===== config.mk =====
export PLATFORM = sky130hd
export DESIGN_NAME = mem_bus_ctrl
export DESIGN_NICKNAME = d
export VERILOG_FILES = /design/src/rtl/bus_pkg.sv /design/src/rtl/bus_arb.sv /design/src/rtl/mem_bus_ctrl.sv
export SDC_FILE = /design/constraint.sdc
export NUM_CORES = 1
export LEC_CHECK = 0
export ABC_AREA = 1
export CAP_MARGIN = 20
export CORE_ASPECT_RATIO = 1.1
export CORE_UTILIZATION = 48
export DETAILED_ROUTE_END_ITERATION = 10
export GPL_TIMING_DRIVEN = 0
export PLACE_DENSITY_LB_ADDON = 0.1
export SYNTH_ARGS = -nofsm -noshare
export SYNTH_HDL_FRONTEND = slang
export SYNTH_SLANG_ARGS = --single-unit

===== constraint.sdc =====
create_clock -name i_clk_sys -period 3 [get_ports i_clk_sys]
set_clock_uncertainty 0.2 [all_clocks]
set_input_delay 0.3 -clock i_clk_sys [delete_from_list [all_inputs] [get_ports i_clk_sys]]
set_output_delay 0.3 -clock i_clk_sys [all_outputs]
set_load 0.02 [all_outputs]

===== src/rtl/bus_pkg.sv =====
// ---------------------------------------------------------------------------
// bus_pkg
// Shared types and defaults for the multiplexed external memory bus
// controller (mem_bus_ctrl) and its round-robin arbiter (bus_arb).
//   busState_t : bus cycle phase (IDLE, ADDR, STRB, END)
//   owner_t    : which requester owns the current access (FETCH, DATA)
//   MAX_WAIT_DEFAULT : default limit on STRB cycles spent with nWait low
// ---------------------------------------------------------------------------
package bus_pkg;

    typedef enum logic [1:0] {
        IDLE = 2'd0,
        ADDR = 2'd1,
        STRB = 2'd2,
        END  = 2'd3
    } busState_t;

    typedef enum logic {
        FETCH = 1'b0,
        DATA  = 1'b1
    } owner_t;

    localparam int MAX_WAIT_DEFAULT = 15;

    // Width of a counter that must hold 0..max_count.
    function automatic int cnt_width(input int max_count);
        return (max_count < 2) ? 1 : $clog2(max_count + 1);
    endfunction

endpackage


===== src/rtl/bus_arb.sv =====
// ---------------------------------------------------------------------------
// bus_arb
// Two-way round-robin selection between instruction fetch and data access.
// Purely combinational; the controller samples it only while idle.
// Ports:
//   i_fetch_req : fetch request pending
//   i_data_req  : load/store request pending
//   i_last      : owner of the previous access
//   o_grant     : at least one request pending
//   o_owner     : selected requester
// ---------------------------------------------------------------------------
module bus_arb
    import bus_pkg::*;
(
    input  logic   i_fetch_req,
    input  logic   i_data_req,
    input  owner_t i_last,
    output logic   o_grant,
    output owner_t o_owner
);

    always_comb begin
        o_grant = i_fetch_req | i_data_req;
        o_owner = FETCH;
        if (i_fetch_req && i_data_req) begin
            // On a tie, whoever was not served last goes next.
            o_owner = (i_last == FETCH) ? DATA : FETCH;
        end else if (i_data_req) begin
            o_owner = DATA;
        end
    end

endmodule


===== src/rtl/mem_bus_ctrl.sv =====
// ---------------------------------------------------------------------------
// mem_bus_ctrl
// Multiplexed address/data external memory bus controller shared by an
// instruction-fetch port and a load/store port. Every bus strobe, the
// completion pulses and the read data come straight from flops.
//
// state | meaning
// ------+-----------------------------------------------------------------
// IDLE  | bus idle / turnaround; arbitrate and latch the winning request
// ADDR  | address phase: ALE high, address driven on the shared bus
// STRB  | strobe phase: nME low, nOE low (read) or write data driven;
//       | stays here while nWait is low, up to MAX_WAIT extra cycles
// END   | strobes released, Done (and BusErr on timeout) pulse
//
// Ports:
//   i_clk_sys, i_rst          : clock, async active-high reset
//   i_fetch_req, i_fetch_addr : instruction fetch request
//   i_data_req, i_data_wr, i_data_addr, i_data_wdata : load/store request
//   o_fetch_done, o_data_done : one-cycle completion pulse to the owner
//   o_bus_err                 : pulses with Done when the access timed out
//   o_rd_data                 : last read data captured from the bus
//   i_data_in                 : bus sample
//   o_addr_data_out, o_data_oe: multiplexed address/write data, pad enable
//   o_ale, o_n_me, o_n_oe, o_rnw : bus strobes
//   i_n_wait                  : active-low wait from memory
// ---------------------------------------------------------------------------
module mem_bus_ctrl
    import bus_pkg::*;
#(
    parameter int MAX_WAIT = MAX_WAIT_DEFAULT
) (
    input  logic        i_clk_sys,
    input  logic        i_rst,
    input  logic        i_fetch_req,
    input  logic [15:0] i_fetch_addr,
    input  logic        i_data_req,
    input  logic        i_data_wr,
    input  logic [15:0] i_data_addr,
    input  logic [15:0] i_data_wdata,
    output logic        o_fetch_done,
    output logic        o_data_done,
    output logic        o_bus_err,
    output logic [15:0] o_rd_data,
    input  logic [15:0] i_data_in,
    output logic [15:0] o_addr_data_out,
    output logic        o_data_oe,
    output logic        o_ale,
    output logic        o_n_me,
    output logic        o_n_oe,
    output logic        o_rnw,
    input  logic        i_n_wait
);

    localparam int WCW = cnt_width(MAX_WAIT);

    busState_t      r_state;
    owner_t         r_last;
    owner_t         r_owner;
    logic           r_wr;
    logic [15:0]    r_wdata;
    logic [WCW-1:0] r_wait_cnt;

    logic           r_fetch_done;
    logic           r_data_done;
    logic           r_bus_err;
    logic [15:0]    r_rd_data;
    logic [15:0]    r_addr_data;
    logic           r_data_oe;
    logic           r_ale;
    logic           r_n_me;
    logic           r_n_oe;
    logic           r_rnw;

    logic           w_grant;
    owner_t         w_owner;
    logic [15:0]    w_req_addr;
    logic           w_wait_max;
    logic           w_timeout;
    logic           w_strb_exit;

    bus_arb u_arb (
        .i_fetch_req (i_fetch_req),
        .i_data_req  (i_data_req),
        .i_last      (r_last),
        .o_grant     (w_grant),
        .o_owner     (w_owner)
    );

    assign w_req_addr  = (w_owner == DATA) ? i_data_addr : i_fetch_addr;
    assign w_wait_max  = (r_wait_cnt == WCW'(MAX_WAIT));
    assign w_timeout   = ~i_n_wait & w_wait_max;
    assign w_strb_exit = i_n_wait | w_wait_max;

    always_ff @(posedge i_clk_sys or posedge i_rst) begin
        if (i_rst) begin
            r_state      <= IDLE;
            r_last       <= FETCH;
            r_owner      <= FETCH;
            r_wr         <= 1'b0;
            r_wdata      <= 16'h0000;
            r_wait_cnt   <= '0;
            r_fetch_done <= 1'b0;
            r_data_done  <= 1'b0;
            r_bus_err    <= 1'b0;
            r_rd_data    <= 16'h0000;
            r_addr_data  <= 16'h0000;
            r_data_oe    <= 1'b0;
            r_ale        <= 1'b0;
            r_n_me       <= 1'b1;
            r_n_oe       <= 1'b1;
            r_rnw        <= 1'b1;
        end else begin
            // Completion pulses last exactly one cycle (the END cycle).
            r_fetch_done <= 1'b0;
            r_data_done  <= 1'b0;
            r_bus_err    <= 1'b0;
            case (r_state)
                IDLE: begin
                    if (w_grant) begin
                        r_state     <= ADDR;
                        r_owner     <= w_owner;
                        r_last      <= w_owner;
                        r_wr        <= (w_owner == DATA) & i_data_wr;
                        r_wdata     <= i_data_wdata;
                        r_addr_data <= w_req_addr;
                        r_ale       <= 1'b1;
                        r_data_oe   <= 1'b1;
                        r_n_me      <= 1'b1;
                        r_n_oe      <= 1'b1;
                        r_rnw       <= 1'b1;
                    end
                end
                ADDR: begin
                    r_state    <= STRB;
                    r_wait_cnt <= '0;
                    r_ale      <= 1'b0;
                    r_n_me     <= 1'b0;
                    if (r_wr) begin
                        r_n_oe      <= 1'b1;
                        r_rnw       <= 1'b0;
                        r_data_oe   <= 1'b1;
                        r_addr_data <= r_wdata;
                    end else begin
                        // Release the pads before the memory drives them.
                        r_n_oe    <= 1'b0;
                        r_rnw     <= 1'b1;
                        r_data_oe <= 1'b0;
                    end
                end
                STRB: begin
                    if (w_strb_exit) begin
                        if (i_n_wait && !r_wr) begin
                            r_rd_data <= i_data_in;
                        end
                        r_state      <= END;
                        r_n_me       <= 1'b1;
                        r_n_oe       <= 1'b1;
                        r_rnw        <= 1'b1;
                        r_data_oe    <= 1'b0;
                        r_fetch_done <= (r_owner == FETCH);
                        r_data_done  <= (r_owner == DATA);
                        r_bus_err    <= w_timeout;
                    end else begin
                        r_wait_cnt <= r_wait_cnt + WCW'(1);
                    end
                end
                END: begin
                    r_state <= IDLE;
                end
                default: begin
                    r_state <= IDLE;
                end
            endcase
        end
    end

    assign o_fetch_done    = r_fetch_done;
    assign o_data_done     = r_data_done;
    assign o_bus_err       = r_bus_err;
    assign o_rd_data       = r_rd_data;
    assign o_addr_data_out = r_addr_data;
    assign o_data_oe       = r_data_oe;
    assign o_ale           = r_ale;
    assign o_n_me          = r_n_me;
    assign o_n_oe          = r_n_oe;
    assign o_rnw           = r_rnw;

endmodule


==> key figures <==
Layout
  – FF+latch area: 1610 sq um
  – Post-layout util: between 70% and 80%
  – Design Area, Final: about 4500 sq um
  – Fillers: 497
  – Area delta synth->final: 45.7%
  – Final net count: 580
  – Layout cells sized above 1: 9.04%
  – # diodes: 0
  – Fin cells: just under 600
  – Area of the multi-input gates: approximately 1200 sq um

Global routing
  – Total GRT Usage: about a quarter
  – First-pass GRT wire length: approximately 12000 microns
  – Busiest grt layer: met2
  – Number of global-route vias before repair: between 2000 and 3000
  – Overflow left after global routing: 0
  – Largest net degree at the start of global routing: 34
  – Met3 Use GR: 6.60%
  – GR Util met2: roughly 40%
  – Initial antenna violation count: 0
  – Grt met1 use: between 20% and 30%

CTS
  – Post-CTS resize count: 0
  – Clock sink count: between 60 and 70
  – CTS max path bufs: 2
  – Hold_buf cts: 0
  – Cts bufs inserted: 9
  – Skew-Pair Late Insertion Delay: about 340 ps
  – Root Driver: clkbuf_8
  – CTS tree: done
  – Reg clk slew, reported paths: around 70 ps
  – Post-CTS setup buffer count: 0
  – H-tree depth: 3

Yosys
  – Syn Std Cell Area: between 3000 and 4000 sq um
  – Synth Register Bits: between 60 and 70
  – Top cells by area, synth: dfrtp_1 50%, nand2_1 18%, nand3_1 6.2%
  – Most common flop cell mapped by yosys: dfrtp_1
  – Share of the synthesized area in the top cell type: roughly 50%
  – Synth cell types: 25
  – Syn avg cell area: around 8 sq um
  – Syn Inst Count: ~380
  – Async set-reset flop share out of synthesis: 100%
  – Top-count cell post-synth: nand2_1
  – Register area share after synthesis: around 52%
  – Cell taking the most area after synthesis: dfrtp_1
  – EDFF count, synth: 0
  – Post-Synthesis Net Count: 460
  – Synth cell count leaders: 145 x nand2_1, 61 x dfrtp_1, 40 x nor2_1
  – Synthesis Warnings: 0

Timing
  – Fmax achieved: approximately 510 MHz
  – Endpoints failing hold: 0
  – Slew @ Worst Pin: 673 ps
  – Final setup viols: 0
  – Fin crit share: about 66%
  – Setup TNS: 0 ps
  – Fin. max-slew vios: 0
  – Post-route setup slack: around 1000 ps
  – Max_slew headroom: 55.1%
  – RSZ-0062 raised after global routing: no
  – Tmin final: between 1500 and 2000 ps

Die
  – Core area: between 6000 and 7000 sq um
  – Chip Width: roughly 80 microns
  – Total Die Area: ~6700 sq um
  – Vert. Die Dim: roughly 86 microns
  – Starting Density: between 40% and 50%
  – Io pins: 110
  – Row Count: 30

Route
  – Vias: between 2000 and 3000
  – Initial DRC count: ~160
  – Avg Vias per Cell: around 4.8
  – First-pass DRT Iterations: 4
  – Drt wl/cell: roughly 13 microns
  – Remaining antenna violation count after routing: 0
  – Drt total wl: roughly 7500 microns
  – # DRC: 0

Worst setup path
  – Startpoint types: register
  – Critical path fanouts, max: 2
  – Worst path max stage delay: roughly 600 ps
  – WS Path Type: register to output pin
  – Req. time, crit path: roughly 2500 ps
  – Worst Path Buf+Inv: 1
  – Slowest CP cell: clkdlybuf4s50_1
  – Worst-path cell chain: clkdlybuf4s50_1
  – Setup crit end kind: output pin
  – WP data arrival: roughly 1500 ps
  – Delay-heaviest family, CP: buffers and inverters

Run status
  – Outcome: completed

Placed design
  – Port Buffers: between 100 and 150
  – Final HPWL DP: approximately 5400 microns
  – Placement Setup Slack: ~1000 ps
  – DP Area: roughly 4300 sq um
  – Routability cong.: about 0.76
  – Cell count after placement: 573

Worst hold path
  – Hold Path Class: primary input to async pin

Power
  – Pleak: ~2.3 nW
  – Pwr dens: around 1000 nW/um^2
  – VDD IR-drop max: approximately 0.60 mV

Job
  – Max-cap viol count: 0
[path summary, 6_finish.rpt]
check / from / to / slack, ps / cells after the start
hold reg to reg: r_owner / o_fetch_done / 270 / 1
setup reg to reg: r_state[1] / o_addr_data_out[0] / 1050 / 7
max in group asynchronous: i_rst / o_n_me / 1750 / 3
setup / recovery: o_n_oe / o_n_oe / 1030 / 1
min in group i_clk_sys: i_data_req / o_addr_data_out[13] / 180 / 5
hold / removal: i_rst / o_addr_data_out[4] / 180 / 2
[per-stage QoR]
step	hold WS [ps]	power (mW)
final	181	4.58
after CTS	180	4.62
after floorplan	171	2.94
after detailed placement	259	3.85
after global routing	195	4.94
after global placement	255	3.77
[per-layer routing]
metal / routed length [microns] / vias up
li1: - / 1440
met1: 3290 / 1297
met2: 3640 / 79
met3: 467 / 10
met4: 114 / 0
met5: 0 / -
[area by class of cell]
type	instances	share of cell area, %
clock buffers	13	3.56
inverters	32	2.69
multi-input cells	271	27.2
flip-flops and latches	64	36.0
plain buffers	17	2.72
well taps	80	2.24
clock inverters	3	0.897
repair buffers	109	24.7
[state kept, by name (all words and copies together) (netlist names)]
signal / flops
o_n_oe: 1
o_fetch_done: 1
o_ale: 1
o_n_me: 1
o_rd_data: 16
r_state: 2
o_addr_data_out: 16
o_data_oe: 1
r_wdata: 16
o_rnw: 1
r_owner: 1
o_bus_err: 1
r_wait_cnt: 4
r_wr: 1
o_data_done: 1
[power breakdown]
| part | switching, mW | internal [mW] | total, mW |
|---|---|---|---|
| combinational | 1.33 | 0.993 | 2.32 |
| clock | 0.315 | 0.427 | 0.742 |
| sequential | 0.234 | 1.29 | 1.52 |
| total | 1.88 | 2.71 | 4.58 |
[layout by cell type, fill, tap and decap left out, types with 2 or more instances in the layout]
master and instances:
a21oi_1 5, clkbuf_8 11, inv_2 5, nand2_4 2, o21ai_1 4, nand3_1 38, clkinv_2 2, buf_2 7
dfstp_2 3, nand2_2 2, o21ai_0 21, ha_1 6, buf_4 3, buf_6 5, inv_1 27, nor2_1 40
clkdlybuf4s50_1 108, nand2_1 145, dfrtp_1 61, clkbuf_1 4
[logic make-up (layout without fill, tap and decap cells)]
kind of cell,Yosys count,count (layout),share of synthesized area (%)
flip-flops,64,64,52.4
buffers and inverters,49,174,7.88
adder cells (fa/ha/maj),6,6,2.45
AND/OR/NAND/NOR,233,233,31.9
XOR/XNOR,1,1,0.286
AO/OA/AOI/OAI,31,31,5.11
(Power assumes the default switching activity.)
